===== src/rtl/vector_reduce_seq_pkg.sv =====
// Shared types for the sequential vector-to-scalar reducer.
package vector_reduce_seq_pkg;

    // Number of elements in an operand vector.
    localparam int MAX_NEURONS = 8;

    // One signed 32-bit vector element / scalar result.
    typedef logic signed [31:0] elem_t;

    // Reduction operation selector.
    typedef enum logic {
        RED_SUM = 1'b0,
        RED_MAX = 1'b1
    } reduce_op_t;

    // Controller states, also exported on the debug port.
    typedef enum logic [1:0] {
        ST_IDLE = 2'd0,
        ST_RUN  = 2'd1,
        ST_DONE = 2'd2
    } reduce_state_t;

endpackage


===== src/rtl/vector_reduce_seq_alu.sv =====
// Combinational fold step: combines the running accumulator with one element.
module vector_reduce_seq_alu
    import vector_reduce_seq_pkg::*;
(
    input  elem_t      acc,
    input  elem_t      elem,
    input  reduce_op_t op,
    output elem_t      next_acc,
    output logic       take
);

    // SUM wraps silently; MAX replaces only on a strictly greater element,
    // so ties keep the earlier (lower) index.
    always_comb begin
        take     = 1'b0;
        next_acc = acc;
        if (op == RED_SUM) begin
            next_acc = acc + elem;
        end else if (elem > acc) begin
            take     = 1'b1;
            next_acc = elem;
        end
    end

endmodule


===== src/rtl/vector_reduce_seq.sv =====
// Sequential reducer: folds up to MAX_N registered elements into one scalar,
// one element per cycle, with SUM or MAX/argmax.
//
// Handshakes: a transfer happens on a rising edge where valid and ready are
// both high. in_ready depends only on state (high in IDLE); out_valid depends
// only on state (high in DONE); neither has a combinational path from
// in_valid or out_ready. The requester holds in_valid until accepted, and
// result/index hold steady while out_valid is high.
module vector_reduce_seq
    import vector_reduce_seq_pkg::*;
#(
    parameter int MAX_N = MAX_NEURONS,
    parameter int IDX_W = $clog2(MAX_N)
) (
    input  logic          clk,
    input  logic          rst,
    input  logic          in_valid,
    output logic          in_ready,
    input  elem_t         vector1 [MAX_N],
    input  logic [IDX_W:0] length,
    input  reduce_op_t    op,
    output logic          out_valid,
    input  logic          out_ready,
    output elem_t         result,
    output logic [IDX_W-1:0] index,
    output reduce_state_t dbg_state
);

    localparam logic [IDX_W:0]   LEN_MAX = (IDX_W + 1)'(MAX_N);
    localparam logic [IDX_W:0]   LEN_ONE = (IDX_W + 1)'(1);
    localparam logic [IDX_W-1:0] CNT_ONE = IDX_W'(1);

    reduce_state_t    state_q, state_d;
    elem_t            vec_q [MAX_N];
    elem_t            vec_d [MAX_N];
    reduce_op_t       op_q, op_d;
    logic [IDX_W:0]   len_q, len_d;
    elem_t            acc_q, acc_d;
    logic [IDX_W-1:0] best_q, best_d;
    logic [IDX_W-1:0] cnt_q, cnt_d;

    logic [IDX_W:0]   len_clamped;
    elem_t            alu_next;
    logic             alu_take;

    // Requests longer than the vector are clamped to the full vector.
    assign len_clamped = (length > LEN_MAX) ? LEN_MAX : length;

    vector_reduce_seq_alu u_reduce_alu (
        .acc      (acc_q),
        .elem     (vec_q[cnt_q]),
        .op       (op_q),
        .next_acc (alu_next),
        .take     (alu_take)
    );

    // Next-state and datapath update for the IDLE/RUN/DONE controller.
    always_comb begin
        state_d = state_q;
        vec_d   = vec_q;
        op_d    = op_q;
        len_d   = len_q;
        acc_d   = acc_q;
        best_d  = best_q;
        cnt_d   = cnt_q;
        case (state_q)
            ST_IDLE: begin
                if (in_valid) begin
                    vec_d  = vector1;
                    op_d   = op;
                    len_d  = len_clamped;
                    // Zero-length requests report 0 for either operation.
                    acc_d  = (len_clamped == '0) ? '0 : vector1[0];
                    best_d = '0;
                    cnt_d  = CNT_ONE;
                    state_d = (len_clamped <= LEN_ONE) ? ST_DONE : ST_RUN;
                end
            end
            ST_RUN: begin
                acc_d = alu_next;
                if (alu_take) begin
                    best_d = cnt_q;
                end
                cnt_d = cnt_q + CNT_ONE;
                if ({1'b0, cnt_q} == (len_q - LEN_ONE)) begin
                    state_d = ST_DONE;
                end
            end
            ST_DONE: begin
                if (out_ready) begin
                    state_d = ST_IDLE;
                end
            end
            default: begin
                state_d = ST_IDLE;
            end
        endcase
    end

    // Control and accumulator registers; reset abandons any in-flight request.
    always_ff @(posedge clk) begin
        if (rst) begin
            state_q <= ST_IDLE;
            op_q    <= RED_SUM;
            len_q   <= '0;
            acc_q   <= '0;
            best_q  <= '0;
            cnt_q   <= '0;
        end else begin
            state_q <= state_d;
            op_q    <= op_d;
            len_q   <= len_d;
            acc_q   <= acc_d;
            best_q  <= best_d;
            cnt_q   <= cnt_d;
        end
    end

    // Operand vector register; contents only matter after an accept.
    always_ff @(posedge clk) begin
        vec_q <= vec_d;
    end

    assign in_ready  = (state_q == ST_IDLE);
    assign out_valid = (state_q == ST_DONE);
    assign result    = acc_q;
    assign index     = best_q;
    assign dbg_state = state_q;

endmodule


===== config.mk =====
export PLATFORM = sky130hd
export DESIGN_NAME = vector_reduce_seq
export DESIGN_NICKNAME = d
export VERILOG_FILES = /design/src/rtl/vector_reduce_seq_pkg.sv /design/src/rtl/vector_reduce_seq_alu.sv /design/src/rtl/vector_reduce_seq.sv
export SDC_FILE = /design/constraint.sdc
export NUM_CORES = 1
export LEC_CHECK = 0
export BUFFER_PORTS_ARGS = -buffer_cell sky130_fd_sc_hd__buf_2
export CORE_ASPECT_RATIO = 0.9
export CORE_MARGIN = 2
export CORE_UTILIZATION = 35
export DETAILED_ROUTE_END_ITERATION = 10
export GPL_TIMING_DRIVEN = 0
export SLEW_MARGIN = 20
export SYNTH_ARGS = -nofsm -noshare
export SYNTH_HDL_FRONTEND = slang
export SYNTH_SLANG_ARGS = --single-unit
export TNS_END_PERCENT = 50

===== constraint.sdc =====
create_clock -name clk -period 7.5 [get_ports clk]
set_input_delay 0.75 -clock clk [delete_from_list [all_inputs] [get_ports clk]]
set_output_delay 0.75 -clock clk [all_outputs]
set_load 0.02 [all_outputs]

# [Word level (Yosys, flattened, before mapping)]
# Cells that the tools add are included.
# Widths: inputs -> output; s select.
[word_totals] input_bits=265 regBits=301 wordCells=59 out_inout_bits=39
[classes] n_bitwise=1 n_reduce_logical=8 magnitude_cmp=4 add_sub_neg=3 n_eq_ne=8 n_mux=21
[ops] op="$mux 32" n=6
[ops] op="$bmux 32 s3" n=1
[ops] op="$pmux 32 s2" n=1
[ops] op="$add 32x32->32" n=1
[ops] op="$gt 32x32->1" n=1
[ops] op="$pmux 3 s2" n=2
[ops] op="$mux 3" n=3
[ops] op="$reduce_and 3->1" n=3
[ops] op="$mux 2" n=4
[ops] op="$ne 2x2->1 const B" n=3
[ops] op="$pmux 2 s3" n=1
[ops] op="$eq 3x4->1" n=1
[ops] op="$ge 4x4->1 const B" n=1
[ops] op="$gt 4x4->1 const B" n=1
[ops] op="$le 4x1->1 const B" n=1
[ops] op="$logic_not 4->1" n=1
[ops] op="$mux 4" n=1
[ops] op="$not 3->4" n=1
[ops] op="$reduce_and 2->1" n=2
[ops] op="$sub 4x1->4 const B" n=1
[ops] op="$add 3x1->3 const B" n=1
[ops] op="$ne 3x2->1 const B" n=1
[ops] op="$eq 2x1->1 const B" n=1
[ops] op="$eq 2x2->1 const B" n=1
[ops] op="other kinds (4)" n=5

# [Depth between registers and ports, before layout]
[depth] ltp_word=9 depth_mapped=17 depth_no_buf=14

# [By module]
# From an unflattened synthesis, not the netlist that was laid out.
[unflattened] cells_unflattened=996 hier_area_um2=14667.8
[modules_own_cells] mod="vector_reduce_seq" cells_each=555 area_each_um2=11439.7 instances=1 seq_area_each_um2=8588.2
[modules_own_cells] mod="vector_reduce_seq_alu" cells_each=441 area_each_um2=3228.1 instances=1 seq_area_each_um2=0.0

# [Worst setup path before layout]
# No wires, ideal clock.
[synth_timing] path_kind="flip-flop to flip-flop" from="register state_q[0] (netlist: dbg_state[0])" to="register best_q[2] (netlist: index[2])" arrival_time_ns=6.885 required_time_ns=7.430 stages_incl_launch_ff=8 synth_period_minus_slack_ns=6.955 setup_ns=0.070 slack_ns=0.545 n_path_buf=1 cell_sequence="dfxtp_1 > clkbuf_2 > nor2_1 > nand2_1 > inv_1 > a31oi_2 > nand3b_1 > a21oi_1"
[synth_between] elab_chain_len=3 elab_cells_between_ends=7 cone_classes="eq/ne: 3; mux: 1; reduce/logical: 3"
[synth_lines] item="from (decl)" line="vector_reduce_seq.sv:33" rtl="reduce_state_t state_q, state_d;"
[synth_lines] item="from (signal assigned)" line="vector_reduce_seq.sv:110" rtl="state_q <= state_d;"
[synth_lines] item="$logic_not 2->1 (*)"
[synth_lines] item="via in_ready" line="vector_reduce_seq.sv:18" rtl="output logic in_ready,"
[synth_lines] item="$ne 2x2->1 (no source line) / $reduce_bool 2->1 (equally long branches)"
[synth_lines] item="$reduce_and 3->1 (no source line)"
[synth_lines] item="to (signal assigned)" line="vector_reduce_seq.sv:114" rtl="best_q <= best_d;"
[synth_lines] item="to (decl)" line="vector_reduce_seq.sv:39" rtl="logic [IDX_W-1:0] best_q, best_d;"
# The timed path passes the listed nets; every way through them passes the cells marked *.
# A chain may end at the register's enable or synchronous reset.

# [Worst setup path after layout]
[layout_timing] from="register cnt_q[1]" to="register acc_q[4] (netlist: result[4])"
[layout_between] elab_chain_len=7 elab_cells_between_ends=11 cone_classes="add/sub: 1; order compare: 1; eq/ne: 1; mux: 6; bitwise: 1; reduce/logical: 1"
[layout_lines] item="from (decl)" line="vector_reduce_seq.sv:40" rtl="logic [IDX_W-1:0] cnt_q, cnt_d;"
[layout_lines] item="from (signal assigned)" line="vector_reduce_seq.sv:115" rtl="cnt_q <= cnt_d;"
[layout_lines] item="$not 3->4 (not written as such) (*)" line="vector_reduce_seq.sv:51" rtl=".elem (vec_q[cnt_q]),"
[layout_lines] item="$bmux 32 s3 (*)" line="vector_reduce_seq.sv:51"
[layout_lines] item="$mux 32 (not written as such) (*) (2 in a row)" line="vector_reduce_seq.sv:51"
[layout_lines] item="$add 32x32->32, or another cell as far along" line="vector_reduce_seq_alu.sv:18" rtl="next_acc = acc + elem;"
[layout_lines] item="$mux 32 / $ne 3x2->1 (equally long branches)"
[layout_lines] item="$pmux 32 s2 / $reduce_and 3->1 (equally long branches)"
[layout_lines] item="to (signal assigned)" line="vector_reduce_seq.sv:106" rtl="acc_q <= '0;"
[layout_lines] item="to (signal assigned)" line="vector_reduce_seq.sv:113" rtl="acc_q <= acc_d;"
[layout_lines] item="to (decl)" line="vector_reduce_seq.sv:38" rtl="elem_t acc_q, acc_d;"
# Mark *: on every way between the ends. The rest lies on a longest branch, timed or not. The select of a mux whose other input is x is not followed.

==> metrics.cfg <==
[worst_setup_path]
critPathCaptureType = flop
critPathSlowestCell = sky130_fd_sc_hd__buf_1
crit_path_max_fanout = 10
timing.critical_path.from_type = flop
rrSetupSlack_ps = 2310
worst_ep_required_time_ps = 7930
reg_to_reg_startpoint = cnt_q[1]
crit_top_cell = sky130_fd_sc_hd__a211o_1
worst-endpoint-arrival_ps = 5620
path_buf_inv = 3
path_delay_family = buffers and inverters
worstSetupPathType = reg2reg
crit_path_start = cnt_q[1]
crit_path_cell_trace = buf_1 -> clkbuf_1 -> mux4_2 -> mux2_2 -> ha_1 -> nand4_1 -> nor3_1 -> a211o_1 -> a211o_1 -> or3_4 -> nand3_4 -> buf_4 -> nor2_1 -> a211oi_1
max_stage_delay_ps = 740

[clocking]
hold_buf_count_cts = 0
clock_insertion_delay_worst_skew_ps = 530
cts_tree = yes
cts_buffers = 35
root_buffer = sky130_fd_sc_hd__clkbuf_16
post-cts-setup-buffers = 0
postCtsResizedCells = 0
clk_transition_reported_paths_ps = 60
worst_case_clock_buffer_depth = 3
htree_num_levels = 2
cts.sink_count = 301

[place]
place_area_um2 = 17100
post-place-cells = 1910
dp.final_hpwl_um = 33100
routabilityCongestion = 0.912
placement.io_buffers = 302

[hold_path]
hold_path_startpoint = vector1[68]
min_path_type = in2reg

[synthesis]
synth_enable_flop_cells = 256
synth-async-reset-ratio_pct = 0
synthFlopType = sky130_fd_sc_hd__edfxtp_1
post_synth.cell_area_avg_um2 = 14.0
distinct_cell_type_count_after_synthesis = 80
syn_inst = 1059
ys_warn_count = 0
post_synth_instance_area_um2 = 14800
yosysSeqAreaShare_pct = 58.0
synth_fp_nets = 1403
synth_seq_cells = 301

[cells_and_area]
final_net_count = 1745
final_layout_size_suffix_gt1_share_pct = 35.2
fin_area_um2 = 18300
stdcell_count = 1976
area_delta_synth_final_pct = 23.5

[timing]
final.period_utilization_pct = 69.2
worst-slew-pin-transition_ps = 966
maxClockFrequency_mhz = 193
grt_setup_unrepaired = false
count_of_final_hold_check_violations = 0
setup_total_negative_slack_ps = 0
fin_worst_hold_slack_ps = 389
setup_violations = 0
skew_ps = 22.8
post-route-min-period_ps = 5190
slew_violations = 0
slew-limit-headroom_pct = 35.6

[floorplan]
die-height_um = 199
initial_core_util_pct = 35.4
row_count = 71
ios = 304
design.core.area_um2 = 41800
die_area_um2 = 44000
die_width_um = 221

[job]
drv.max_cap_violation_count = 0

[routing]
detail_route.iter0.violations = 788
route.antenna.remaining_nets = 0
firstDrtPassIters = 5
detail_route.wl_per_cell_um = 22.5
vias_per_cell = 5.23
post-route-drc-count = 0
drt_wl_total_um = 44400
routed-via-count = 10333

[grt]
gr_ovfl_total = 0
first_global_vias = 10247
grt_antenna_before_repair = 2
gr-usage-all-layers_pct = 19.9
maximum_number_of_pins_on_one_net_before_global_route_repair = 112
first_pass_grt_wire_length_um = 63900

[power_and_ir_drop]
vdd_drop_max_v = 0.000190
leakagePower_uw = 0.00701
power_density_nw_per_um2 = 390

[outcome]
status = finished clean

[registers in the layout, indices dropped and copies added, names as in the netlist]
signal and count:
result 32, op_q 1, dbg_state 2, len_q 4
vec_q 256, cnt_q 3, index 3
[final timing paths]
path,to,cells after the start
hold / removal,vec_q[68],1
setup / recovery,result[4],14
setup reg to reg,result[4],14
hold reg to reg,index[1],2
[placed cells by master (no fill, tap or decap), types with 5 or more instances in the layout]
master / instances
sky130_fd_sc_hd__dfxtp_1: 45
sky130_fd_sc_hd__a22oi_1: 16
sky130_fd_sc_hd__mux2_2: 32
sky130_fd_sc_hd__o211ai_1: 6
sky130_fd_sc_hd__nand2_1: 45
sky130_fd_sc_hd__buf_1: 5
sky130_fd_sc_hd__mux4_2: 64
sky130_fd_sc_hd__xnor2_1: 23
sky130_fd_sc_hd__nor4_1: 12
sky130_fd_sc_hd__a21oi_1: 68
sky130_fd_sc_hd__buf_2: 314
sky130_fd_sc_hd__nand3_1: 11
sky130_fd_sc_hd__inv_1: 64
sky130_fd_sc_hd__o21bai_1: 10
sky130_fd_sc_hd__a311oi_1: 8
sky130_fd_sc_hd__nor2b_1: 10
sky130_fd_sc_hd__clkbuf_8: 7
sky130_fd_sc_hd__a222oi_1: 5
sky130_fd_sc_hd__o31ai_1: 8
sky130_fd_sc_hd__bufinv_16: 5
sky130_fd_sc_hd__a211oi_1: 21
sky130_fd_sc_hd__mux2i_1: 7
sky130_fd_sc_hd__a31oi_1: 8
sky130_fd_sc_hd__ha_1: 78
sky130_fd_sc_hd__nand2b_1: 7
sky130_fd_sc_hd__edfxtp_1: 256
sky130_fd_sc_hd__nor3_1: 16
sky130_fd_sc_hd__nor2_1: 75
sky130_fd_sc_hd__clkbuf_1: 26
sky130_fd_sc_hd__o21ai_0: 31
sky130_fd_sc_hd__clkbuf_16: 37
sky130_fd_sc_hd__clkinv_1: 6
sky130_fd_sc_hd__nand4_1: 11
[synth_stat cells, drive strengths merged (13+ instances only)]
master / instances / area (um2)
ha: 78 / 976
nor2: 75 / 282
clkbuf: 27 / 154
nand2: 45 / 169
buf: 22 / 128
mux4: 64 / 1440
xnor2: 23 / 201
a211oi: 21 / 158
mux2: 32 / 360
a21oi: 69 / 349
nor3: 17 / 90.1
nor4: 13 / 96.3
a22oi: 16 / 120
inv: 65 / 244
o21ai: 32 / 160
dfxtp: 45 / 901
edfxtp: 256 / 7690
[cell families after synthesis]
logic type | Yosys count | share of synthesized area, %
AND/OR/NAND/NOR | 211 | 7.14
buffers and inverters | 116 | 3.65
flip-flops | 301 | 58.0
adder cells (fa/ha/maj) | 79 | 6.73
XOR/XNOR | 27 | 1.60
multiplexers | 103 | 12.6
AO/OA/AOI/OAI | 222 | 10.2
[area by class of cell]
class / count / area (um2)
multi-input combinational: 642 / 5670
clock inverter: 18 / 224
buffer: 50 / 293
timing repair buffer: 305 / 1580
inverter: 66 / 255
clock buffer: 45 / 976
tap: 547 / 684
fill: 3871 / 23500
antenna: 2 / 5.00
sequential: 301 / 8590
[metrics by stage]
stage | worst slack [ps] | power, uW | util [%]
6_report | 2310 | 7130 | 43.8
2_1_floorplan | 545 | 4500 | -
3_3_place_gp | -1620 | 5410 | 40.7
5_1_grt | 2000 | 7550 | 43.8
3_5_place_dp | 2290 | 5360 | 40.9
4_1_cts | 2250 | 7180 | 43.7
[report_power, final]
group	switching (uW)	internal, uW	total (uW)	leakage (uW)
registers	139	2230	2370	0.00282
logic	1860	1130	2990	0.00362
clock network	683	1090	1780	0.000577
[layer usage]
layer	up-vias	wire (um)	track usage [%]
met2	399	19800	29.9
met5	-	9	0
met1	5068	19800	28.3
met4	2	1110	6.22
li1	4799	-	-
met3	65	3690	5.01
(Power assumes the default switching activity.)
